## src/rtl/id_ex_stage_reg_pkg.sv

```systemverilog
// Shared definitions for the ID/EX pipeline register: default widths,
// control-bundle bit positions and the control payload layout.
package id_ex_stage_reg_pkg;

  localparam int unsigned DATA_W_DEF = 32;
  localparam int unsigned REG_AW_DEF = 5;
  localparam int unsigned CNT_W_DEF  = 16;

  localparam int unsigned WB_W     = 2;
  localparam int unsigned M_W      = 3;
  localparam int unsigned EX_W     = 2;
  localparam int unsigned ALU_OP_W = 2;

  localparam int unsigned M_MEM_READ = 1;

  // Control bundles keep Control_unit's ascending bit numbering.
  typedef struct packed {
    logic [0:WB_W-1]     wb;
    logic [0:M_W-1]      m;
    logic [0:EX_W-1]     ex;
    logic [ALU_OP_W-1:0] alu_op;
  } ctrl_t;

  function automatic logic is_load(input logic [0:M_W-1] m);
    return m[M_MEM_READ];
  endfunction

endpackage

```

## src/rtl/id_ex_stage_reg_if.sv

```systemverilog
// Bus between decode, the ID/EX register and the EX stage.
interface id_ex_stage_reg_if
  import id_ex_stage_reg_pkg::*;
#(
  parameter int unsigned DATA_W = DATA_W_DEF,
  parameter int unsigned REG_AW = REG_AW_DEF,
  parameter int unsigned CNT_W  = CNT_W_DEF
);
  logic [0:WB_W-1]     id_WB;
  logic [0:M_W-1]      id_M;
  logic [0:EX_W-1]     id_EX;
  logic [ALU_OP_W-1:0] id_alu_op;
  logic                id_valid;
  logic [DATA_W-1:0]   id_pc_plus4;
  logic [DATA_W-1:0]   id_rd1;
  logic [DATA_W-1:0]   id_rd2;
  logic [DATA_W-1:0]   id_imm;
  logic [REG_AW-1:0]   id_rs;
  logic [REG_AW-1:0]   id_rt;
  logic [REG_AW-1:0]   id_rd;
  logic                flush_i;
  logic                hold_i;

  logic [0:WB_W-1]     ex_WB;
  logic [0:M_W-1]      ex_M;
  logic [0:EX_W-1]     ex_EX;
  logic [ALU_OP_W-1:0] ex_alu_op;
  logic                ex_valid;
  logic [DATA_W-1:0]   ex_pc_plus4;
  logic [DATA_W-1:0]   ex_rd1;
  logic [DATA_W-1:0]   ex_rd2;
  logic [DATA_W-1:0]   ex_imm;
  logic [REG_AW-1:0]   ex_rs;
  logic [REG_AW-1:0]   ex_rt;
  logic [REG_AW-1:0]   ex_rd;
  logic                stall_o;
  logic [CNT_W-1:0]    bubble_cnt;

  modport master (
    output id_WB, id_M, id_EX, id_alu_op, id_valid, id_pc_plus4,
           id_rd1, id_rd2, id_imm, id_rs, id_rt, id_rd, flush_i, hold_i,
    input  ex_WB, ex_M, ex_EX, ex_alu_op, ex_valid, ex_pc_plus4,
           ex_rd1, ex_rd2, ex_imm, ex_rs, ex_rt, ex_rd, stall_o, bubble_cnt
  );

  modport slave (
    input  id_WB, id_M, id_EX, id_alu_op, id_valid, id_pc_plus4,
           id_rd1, id_rd2, id_imm, id_rs, id_rt, id_rd, flush_i, hold_i,
    output ex_WB, ex_M, ex_EX, ex_alu_op, ex_valid, ex_pc_plus4,
           ex_rd1, ex_rd2, ex_imm, ex_rs, ex_rt, ex_rd, stall_o, bubble_cnt
  );
endinterface

```

## src/rtl/id_ex_stage_reg_hazard_detect.sv

```systemverilog
// Load-use hazard: the load in EX writes a register the ID instruction reads.
module id_ex_stage_reg_hazard_detect #(
  parameter int unsigned REG_AW = 5
) (
  input  logic              ex_valid_i,
  input  logic              ex_mem_read_i,
  input  logic [REG_AW-1:0] ex_rt_i,
  input  logic              id_valid_i,
  input  logic [REG_AW-1:0] id_rs_i,
  input  logic [REG_AW-1:0] id_rt_i,
  output logic              hazard_c
);
  // $zero is hard-wired, so a load targeting it is never a real dependency.
  assign hazard_c = ex_valid_i & ex_mem_read_i & id_valid_i
                  & (ex_rt_i != '0)
                  & ((ex_rt_i == id_rs_i) | (ex_rt_i == id_rt_i));
endmodule

```

## src/rtl/id_ex_stage_reg.sv

```systemverilog
// ID/EX pipeline register with bubble insertion on load-use hazards and
// branch flush, hold while EX is busy, and a saturating bubble counter.
module id_ex_stage_reg
  import id_ex_stage_reg_pkg::*;
#(
  parameter int unsigned DATA_W = DATA_W_DEF,
  parameter int unsigned REG_AW = REG_AW_DEF,
  parameter int unsigned CNT_W  = CNT_W_DEF
) (
  input logic               clk,
  input logic               rst_n,
  id_ex_stage_reg_if.slave  bus
);

  typedef struct packed {
    ctrl_t             ctrl;
    logic              valid;
    logic [DATA_W-1:0] pc_plus4;
    logic [DATA_W-1:0] rd1;
    logic [DATA_W-1:0] rd2;
    logic [DATA_W-1:0] imm;
    logic [REG_AW-1:0] rs;
    logic [REG_AW-1:0] rt;
    logic [REG_AW-1:0] rd;
  } stage_t;

  stage_t           stage_q, stage_d, id_stage_c;
  logic [CNT_W-1:0] cnt_q, cnt_d;
  logic             hazard_c;
  logic             ex_load_c;
  logic             bubble_c;

  assign id_stage_c = {bus.id_WB, bus.id_M, bus.id_EX, bus.id_alu_op, bus.id_valid,
                       bus.id_pc_plus4, bus.id_rd1, bus.id_rd2, bus.id_imm,
                       bus.id_rs, bus.id_rt, bus.id_rd};

  assign ex_load_c = is_load(stage_q.ctrl.m);

  id_ex_stage_reg_hazard_detect #(.REG_AW(REG_AW)) u_hazard (
    .ex_valid_i    (stage_q.valid),
    .ex_mem_read_i (ex_load_c),
    .ex_rt_i       (stage_q.rt),
    .id_valid_i    (bus.id_valid),
    .id_rs_i       (bus.id_rs),
    .id_rt_i       (bus.id_rt),
    .hazard_c      (hazard_c)
  );

  // A taken branch redirects the PC, so it must never be frozen by a stall.
  assign bus.stall_o = (hazard_c | bus.hold_i) & ~bus.flush_i;

  // Priority: flush, then hold, then hazard, then normal advance.
  always_comb begin
    stage_d  = stage_q;
    cnt_d    = cnt_q;
    bubble_c = 1'b0;
    if (bus.flush_i) begin
      bubble_c = 1'b1;
    end else if (bus.hold_i) begin
      bubble_c = 1'b0;
    end else if (hazard_c) begin
      bubble_c = 1'b1;
    end else begin
      stage_d = id_stage_c;
    end
    if (bubble_c) begin
      stage_d = '0;
      if (cnt_q != '1) cnt_d = cnt_q + CNT_W'(1);
    end
  end

  always_ff @(posedge clk or negedge rst_n) begin
    if (!rst_n) begin
      stage_q <= '0;
      cnt_q   <= '0;
    end else begin
      stage_q <= stage_d;
      cnt_q   <= cnt_d;
    end
  end

  assign bus.ex_WB       = stage_q.ctrl.wb;
  assign bus.ex_M        = stage_q.ctrl.m;
  assign bus.ex_EX       = stage_q.ctrl.ex;
  assign bus.ex_alu_op   = stage_q.ctrl.alu_op;
  assign bus.ex_valid    = stage_q.valid;
  assign bus.ex_pc_plus4 = stage_q.pc_plus4;
  assign bus.ex_rd1      = stage_q.rd1;
  assign bus.ex_rd2      = stage_q.rd2;
  assign bus.ex_imm      = stage_q.imm;
  assign bus.ex_rs       = stage_q.rs;
  assign bus.ex_rt       = stage_q.rt;
  assign bus.ex_rd       = stage_q.rd;
  assign bus.bubble_cnt  = cnt_q;

endmodule

```

## src/flat_wrapper.sv

```systemverilog
// flat-port wrapper written by rule: the top's interface ports become plain ports
module id_ex_stage_reg_flat import id_ex_stage_reg_pkg::*;
#(
  parameter int unsigned DATA_W = DATA_W_DEF,
  parameter int unsigned REG_AW = REG_AW_DEF,
  parameter int unsigned CNT_W  = CNT_W_DEF
)
  (clk, rst_n, bus_id_WB, bus_id_M, bus_id_EX, bus_id_alu_op, bus_id_valid, bus_id_pc_plus4, bus_id_rd1, bus_id_rd2, bus_id_imm, bus_id_rs, bus_id_rt, bus_id_rd, bus_flush_i, bus_hold_i, bus_ex_WB, bus_ex_M, bus_ex_EX, bus_ex_alu_op, bus_ex_valid, bus_ex_pc_plus4, bus_ex_rd1, bus_ex_rd2, bus_ex_imm, bus_ex_rs, bus_ex_rt, bus_ex_rd, bus_stall_o, bus_bubble_cnt);
  id_ex_stage_reg_if #(.DATA_W(DATA_W), .REG_AW(REG_AW), .CNT_W(CNT_W)) bus_i ();
  input logic clk;
  input logic rst_n;
  input wire logic [$bits(bus_i.id_WB)-1:0] bus_id_WB;
  input wire logic [$bits(bus_i.id_M)-1:0] bus_id_M;
  input wire logic [$bits(bus_i.id_EX)-1:0] bus_id_EX;
  input wire logic [$bits(bus_i.id_alu_op)-1:0] bus_id_alu_op;
  input wire logic [$bits(bus_i.id_valid)-1:0] bus_id_valid;
  input wire logic [$bits(bus_i.id_pc_plus4)-1:0] bus_id_pc_plus4;
  input wire logic [$bits(bus_i.id_rd1)-1:0] bus_id_rd1;
  input wire logic [$bits(bus_i.id_rd2)-1:0] bus_id_rd2;
  input wire logic [$bits(bus_i.id_imm)-1:0] bus_id_imm;
  input wire logic [$bits(bus_i.id_rs)-1:0] bus_id_rs;
  input wire logic [$bits(bus_i.id_rt)-1:0] bus_id_rt;
  input wire logic [$bits(bus_i.id_rd)-1:0] bus_id_rd;
  input wire logic [$bits(bus_i.flush_i)-1:0] bus_flush_i;
  input wire logic [$bits(bus_i.hold_i)-1:0] bus_hold_i;
  output wire logic [$bits(bus_i.ex_WB)-1:0] bus_ex_WB;
  output wire logic [$bits(bus_i.ex_M)-1:0] bus_ex_M;
  output wire logic [$bits(bus_i.ex_EX)-1:0] bus_ex_EX;
  output wire logic [$bits(bus_i.ex_alu_op)-1:0] bus_ex_alu_op;
  output wire logic [$bits(bus_i.ex_valid)-1:0] bus_ex_valid;
  output wire logic [$bits(bus_i.ex_pc_plus4)-1:0] bus_ex_pc_plus4;
  output wire logic [$bits(bus_i.ex_rd1)-1:0] bus_ex_rd1;
  output wire logic [$bits(bus_i.ex_rd2)-1:0] bus_ex_rd2;
  output wire logic [$bits(bus_i.ex_imm)-1:0] bus_ex_imm;
  output wire logic [$bits(bus_i.ex_rs)-1:0] bus_ex_rs;
  output wire logic [$bits(bus_i.ex_rt)-1:0] bus_ex_rt;
  output wire logic [$bits(bus_i.ex_rd)-1:0] bus_ex_rd;
  output wire logic [$bits(bus_i.stall_o)-1:0] bus_stall_o;
  output wire logic [$bits(bus_i.bubble_cnt)-1:0] bus_bubble_cnt;
  assign bus_i.id_WB = bus_id_WB;
  assign bus_i.id_M = bus_id_M;
  assign bus_i.id_EX = bus_id_EX;
  assign bus_i.id_alu_op = bus_id_alu_op;
  assign bus_i.id_valid = bus_id_valid;
  assign bus_i.id_pc_plus4 = bus_id_pc_plus4;
  assign bus_i.id_rd1 = bus_id_rd1;
  assign bus_i.id_rd2 = bus_id_rd2;
  assign bus_i.id_imm = bus_id_imm;
  assign bus_i.id_rs = bus_id_rs;
  assign bus_i.id_rt = bus_id_rt;
  assign bus_i.id_rd = bus_id_rd;
  assign bus_i.flush_i = bus_flush_i;
  assign bus_i.hold_i = bus_hold_i;
  assign bus_ex_WB = bus_i.ex_WB;
  assign bus_ex_M = bus_i.ex_M;
  assign bus_ex_EX = bus_i.ex_EX;
  assign bus_ex_alu_op = bus_i.ex_alu_op;
  assign bus_ex_valid = bus_i.ex_valid;
  assign bus_ex_pc_plus4 = bus_i.ex_pc_plus4;
  assign bus_ex_rd1 = bus_i.ex_rd1;
  assign bus_ex_rd2 = bus_i.ex_rd2;
  assign bus_ex_imm = bus_i.ex_imm;
  assign bus_ex_rs = bus_i.ex_rs;
  assign bus_ex_rt = bus_i.ex_rt;
  assign bus_ex_rd = bus_i.ex_rd;
  assign bus_stall_o = bus_i.stall_o;
  assign bus_bubble_cnt = bus_i.bubble_cnt;
  id_ex_stage_reg #(.DATA_W(DATA_W), .REG_AW(REG_AW), .CNT_W(CNT_W)) u_core (.clk(clk), .rst_n(rst_n), .bus(bus_i));
endmodule
```

## config.mk

```make
export PLATFORM = sky130hd
export DESIGN_NAME = id_ex_stage_reg_flat
export DESIGN_NICKNAME = d
export VERILOG_FILES = /design/src/rtl/id_ex_stage_reg_pkg.sv /design/src/rtl/id_ex_stage_reg_if.sv /design/src/rtl/id_ex_stage_reg_hazard_detect.sv /design/src/rtl/id_ex_stage_reg.sv /design/src/flat_wrapper.sv
export SDC_FILE = /design/constraint.sdc
export NUM_CORES = 1
export LEC_CHECK = 0
export BUFFER_PORTS_ARGS = -buffer_cell sky130_fd_sc_hd__buf_2
export CORE_AREA = 2 2 129 131
export CTS_CLUSTER_SIZE = 14
export DETAILED_ROUTE_END_ITERATION = 8
export DIE_AREA = 0 0 131 133
export MAX_ROUTING_LAYER = met4
export PLACE_DENSITY = 0.74
export SLEW_MARGIN = 5
export SYNTH_ARGS = -nofsm -noshare
export SYNTH_HDL_FRONTEND = slang
export SYNTH_SLANG_ARGS = --single-unit
```

## constraint.sdc

```tcl
create_clock -name clk -period 2.7 [get_ports clk]
set_input_delay 0.54 -clock clk [delete_from_list [all_inputs] [get_ports clk]]
set_output_delay 0.54 -clock clk [all_outputs]
set_load 0.01 [all_outputs]
```

==> results.md <==
- Worst Path Required: ~2.2 ns
- Post-synthesis sequential area ratio: 67.47%
- Final net count: approximately 910
- Util after Layout: 53.97%
- Fin cells: roughly 1000
- Min cycle time layout: between 2 and 3 ns
- CP bufs+invs: 1
- M1 WL: 6842 um
- Die Ht: 133 um
- Worst Path Max Fanout: 5
- Metal3 WL: ~1200 um
- Worst R2R Path Depth: 8
- Largest net degree at the start of global routing: just under 90
- DR iter-0 viols: 294
- Post-DRT Antenna Nets: 0
- DRT Pass-1 Iters: 4
- Worst skew pair latency: 0.41 ns
- Hold_buf cts: 0
- Clock sink count: 169
- RSZ-0062 raised after global routing: no
- Final wirelength: between 15000 and 20000 um
- Hold crit path type: input pin to async pin
- Setup TNS: 0 ns
- Die area: between 0.015 and 0.02 sq mm
- Row cnt: 47
- Vias per cell: 5.006
- Synth Net Count: 593
- Placed inst area: between 0.008 and 0.009 sq mm
- Remaining Overflow, GRT: 0
- Worst-Margin Slew: 0.4522 ns
- DR top layer: met4
- Setup Fix Bufs, Post-CTS: 0
- Antenna diodes: 0
- First-pass GRT wire length: roughly 24000 um
- TritonCTS clock tree: yes
- Max Freq: 392.8 MHz
- Ordered cell list for the critical path: xor2_1 > nor3_1 > a22oi_1 > nor3_1 > nor2_1 > nor2_1 > buf_2
- Ports: 327
- Vias: 4941
- Period utilization: 94.29%
- Final Instance Area: 0.008727 sq mm
- CTS-repair resized insts: 0
- Unique masters post-synth: 28
- Rel. slew slack: between 60% and 70%
- PwrDens: around 690 mW/mm^2
- Worst-case clock buffer depth: 2
- Post-Syn Area per Cell: ~14 sq um
- Initial antenna violation count: 0
- Critical path's slowest cell: dfrtp_1
- Buffers on Ports: ~330
- Kind of critical path: flop to output pin
- Yosys reg bits: ~170
- Leakage: ~4.8 nW
- TritonCTS buffer count: 17
- Final HPWL DP: 11300 um
- Max VDD drop: 0.3921 mV
- Fin. max-slew vios: 0
- H-tree lvl count: 4
- CTS Root Buffer Type: clkbuf_16
- MaxCap Viol Count: 0
- Clk pin slew, worst setup/hold paths: about 0.07 ns
- Die W: roughly 130 um
- Cell area after synthesis: between 0.006 and 0.007 sq mm
- Synth-to-Final Area Change: 39.22%
- Status: completed
- Post-route clock skew: 0.007908 ns
- Total power draw: ~0.006 W
- Critical path's top delay family: simple AND/OR/NAND/NOR gates
- Share of cells above drive strength 1: about half
- Met2 wire length: 7698 um
- Vias in the first global route: approximately 4800
- Placed insts: ~960
- Core Area: between 0.015 and 0.02 sq mm
- RD Place Congestion: between 0.7 and 0.8
- Endpoints failing hold: 0
- CP endpoint kind: output pin
- DRC: 0
- Critical Path Source Type: flop
- Max stage delay on crit path: roughly 0.45 ns
- Warnings, synthesis: 0
- Mapped Cells: about 440
- Worst Path Arrival: between 2 and 2.5 ns
- Setup violators final: 0
- Worst path depth: 7
- DR WL/cell: approximately 16 um
- Initial core utilization: 38.76%
- Total track usage: between 10% and 20%
[kinds of logic (layout without fill, tap and decap cells)]
logic type,after synthesis,in the layout,synth area share [%]
DFF,169,169,67.47
AOI/OAI and AO/OA,158,158,22.02
and+or+nand+nor,45,45,3.773
buffers and inverters,36,368,2.874
xor gates and xnor gates,25,25,3.493
adders and majority gates,1,1,0.1996
muxes,1,1,0.1796
[power by group]
group / internal (W) / switching (W)
registers: 0.00271 / 0.000142
clock network: 0.00131 / 0.00108
logic: 0.000371 / 0.000395
total: 0.00439 / 0.00162
[final timing paths]
path	start	end	slack (ns)
max	u_core.bus.ex_rt[2]$_DFFE_PN0P_	bus_stall_o	0.15
min reg2reg	u_core.bus.ex_rd2[30]$_DFFE_PN0P_	u_core.bus.ex_rd2[30]$_DFFE_PN0P_	0.50
max reg2reg	u_core.bus.ex_rt[1]$_DFFE_PN0P_	u_core.bus.ex_rd2[18]$_DFFE_PN0P_	0.43
min	rst_n	u_core.bus.bubble_cnt[7]$_DFFE_PN0P_	0.05
min in group clk	bus_id_rd1[19]	u_core.bus.ex_rd1[19]$_DFFE_PN0P_	0.33
max in group asynchronous	rst_n	u_core.bus.ex_rd2[21]$_DFFE_PN0P_	1.85
[cell usage in the layout, fill, tap and decap left out, drive strengths merged]
| cell | instances |
|---|---|
| nand3 | 3 |
| buf | 335 |
| nor4 | 1 |
| nor2 | 10 |
| or3 | 1 |
| clkinvlp | 2 |
| or4 | 1 |
| o31a | 1 |
| a22o | 153 |
| xor2 | 13 |
| o31ai | 1 |
| nand2b | 1 |
| and3 | 4 |
| clkinv | 2 |
| inv | 11 |
| clkbuf | 17 |
| xnor2 | 12 |
| nand3b | 2 |
| nand4 | 8 |
| dfrtp | 169 |
| mux2 | 1 |
| ha | 1 |
| nor3 | 6 |
| bufinv | 1 |
| o211ai | 1 |
| a22oi | 1 |
| nand2 | 7 |
| o41ai | 1 |
| nor2b | 1 |
[registers in the layout, indices dropped and copies added (netlist names)]
signal                  count
u_core.bus.bubble_cnt      16
u_core.bus.ex_EX            2
u_core.bus.ex_M             3
u_core.bus.ex_WB            2
u_core.bus.ex_alu_op        2
u_core.bus.ex_imm          32
u_core.bus.ex_pc_plus4     32
u_core.bus.ex_rd            5
u_core.bus.ex_rd1          32
u_core.bus.ex_rd2          32
u_core.bus.ex_rs            5
u_core.bus.ex_rt            5
u_core.bus.ex_valid         1
[final cells by class]
| cell class | instances | area (sq um) |
|---|---|---|
| clock buffer | 17 | 425.4 |
| timing repair buffer | 335 | 1768 |
| clock inverter | 15 | 152.6 |
| multi-input combinational | 230 | 1873 |
| fill | 1385 | 7445 |
| sequential | 169 | 4229 |
| tap | 220 | 275.3 |
| inverter | 1 | 3.754 |
[stage by stage]
stage               setup slack, ns  hold WS [ns]
global placement             0.4092        0.4817
floorplan                    0.6673        0.2444
global route                0.01535       0.06459
detailed placement           0.3049        0.4852
finish                       0.1543       0.05368
CTS                          0.1281       0.04913
[cells in the mapped netlist]
cell,count,area share (%)
xor2_1,13,1.8
o31a_1,1,0.14
and3_1,4,0.40
clkbuf_1,17,1.0
o211ai_1,1,0.12
nor4_1,1,0.10
buf_2,9,0.72
a22oi_1,1,0.12
nand3_1,3,0.24
or3_1,1,0.10
a22o_1,153,21
o41ai_1,1,0.14
nor3_2,1,0.16
o31ai_1,1,0.12
dfrtp_1,169,67
xnor2_1,12,1.7
nand3b_1,2,0.24
nor2_1,10,0.60
nand2b_1,1,0.10
ha_1,1,0.20
inv_1,1,0.060
nor2b_1,1,0.10
nand2_1,7,0.42
mux2_2,1,0.18
or4_1,1,0.12
nand4_1,8,0.80
buf_4,9,1.1
nor3_1,5,0.40
[routing by layer]
metal / vias up / track usage (%)
met5: - / -
met4: 0 / 6.915
met3: 21 / 4.731
met2: 217 / 28.41
met1: 2399 / 22.80
li1: 2304 / -
Note: power is estimated with default switching activity, not from simulation.
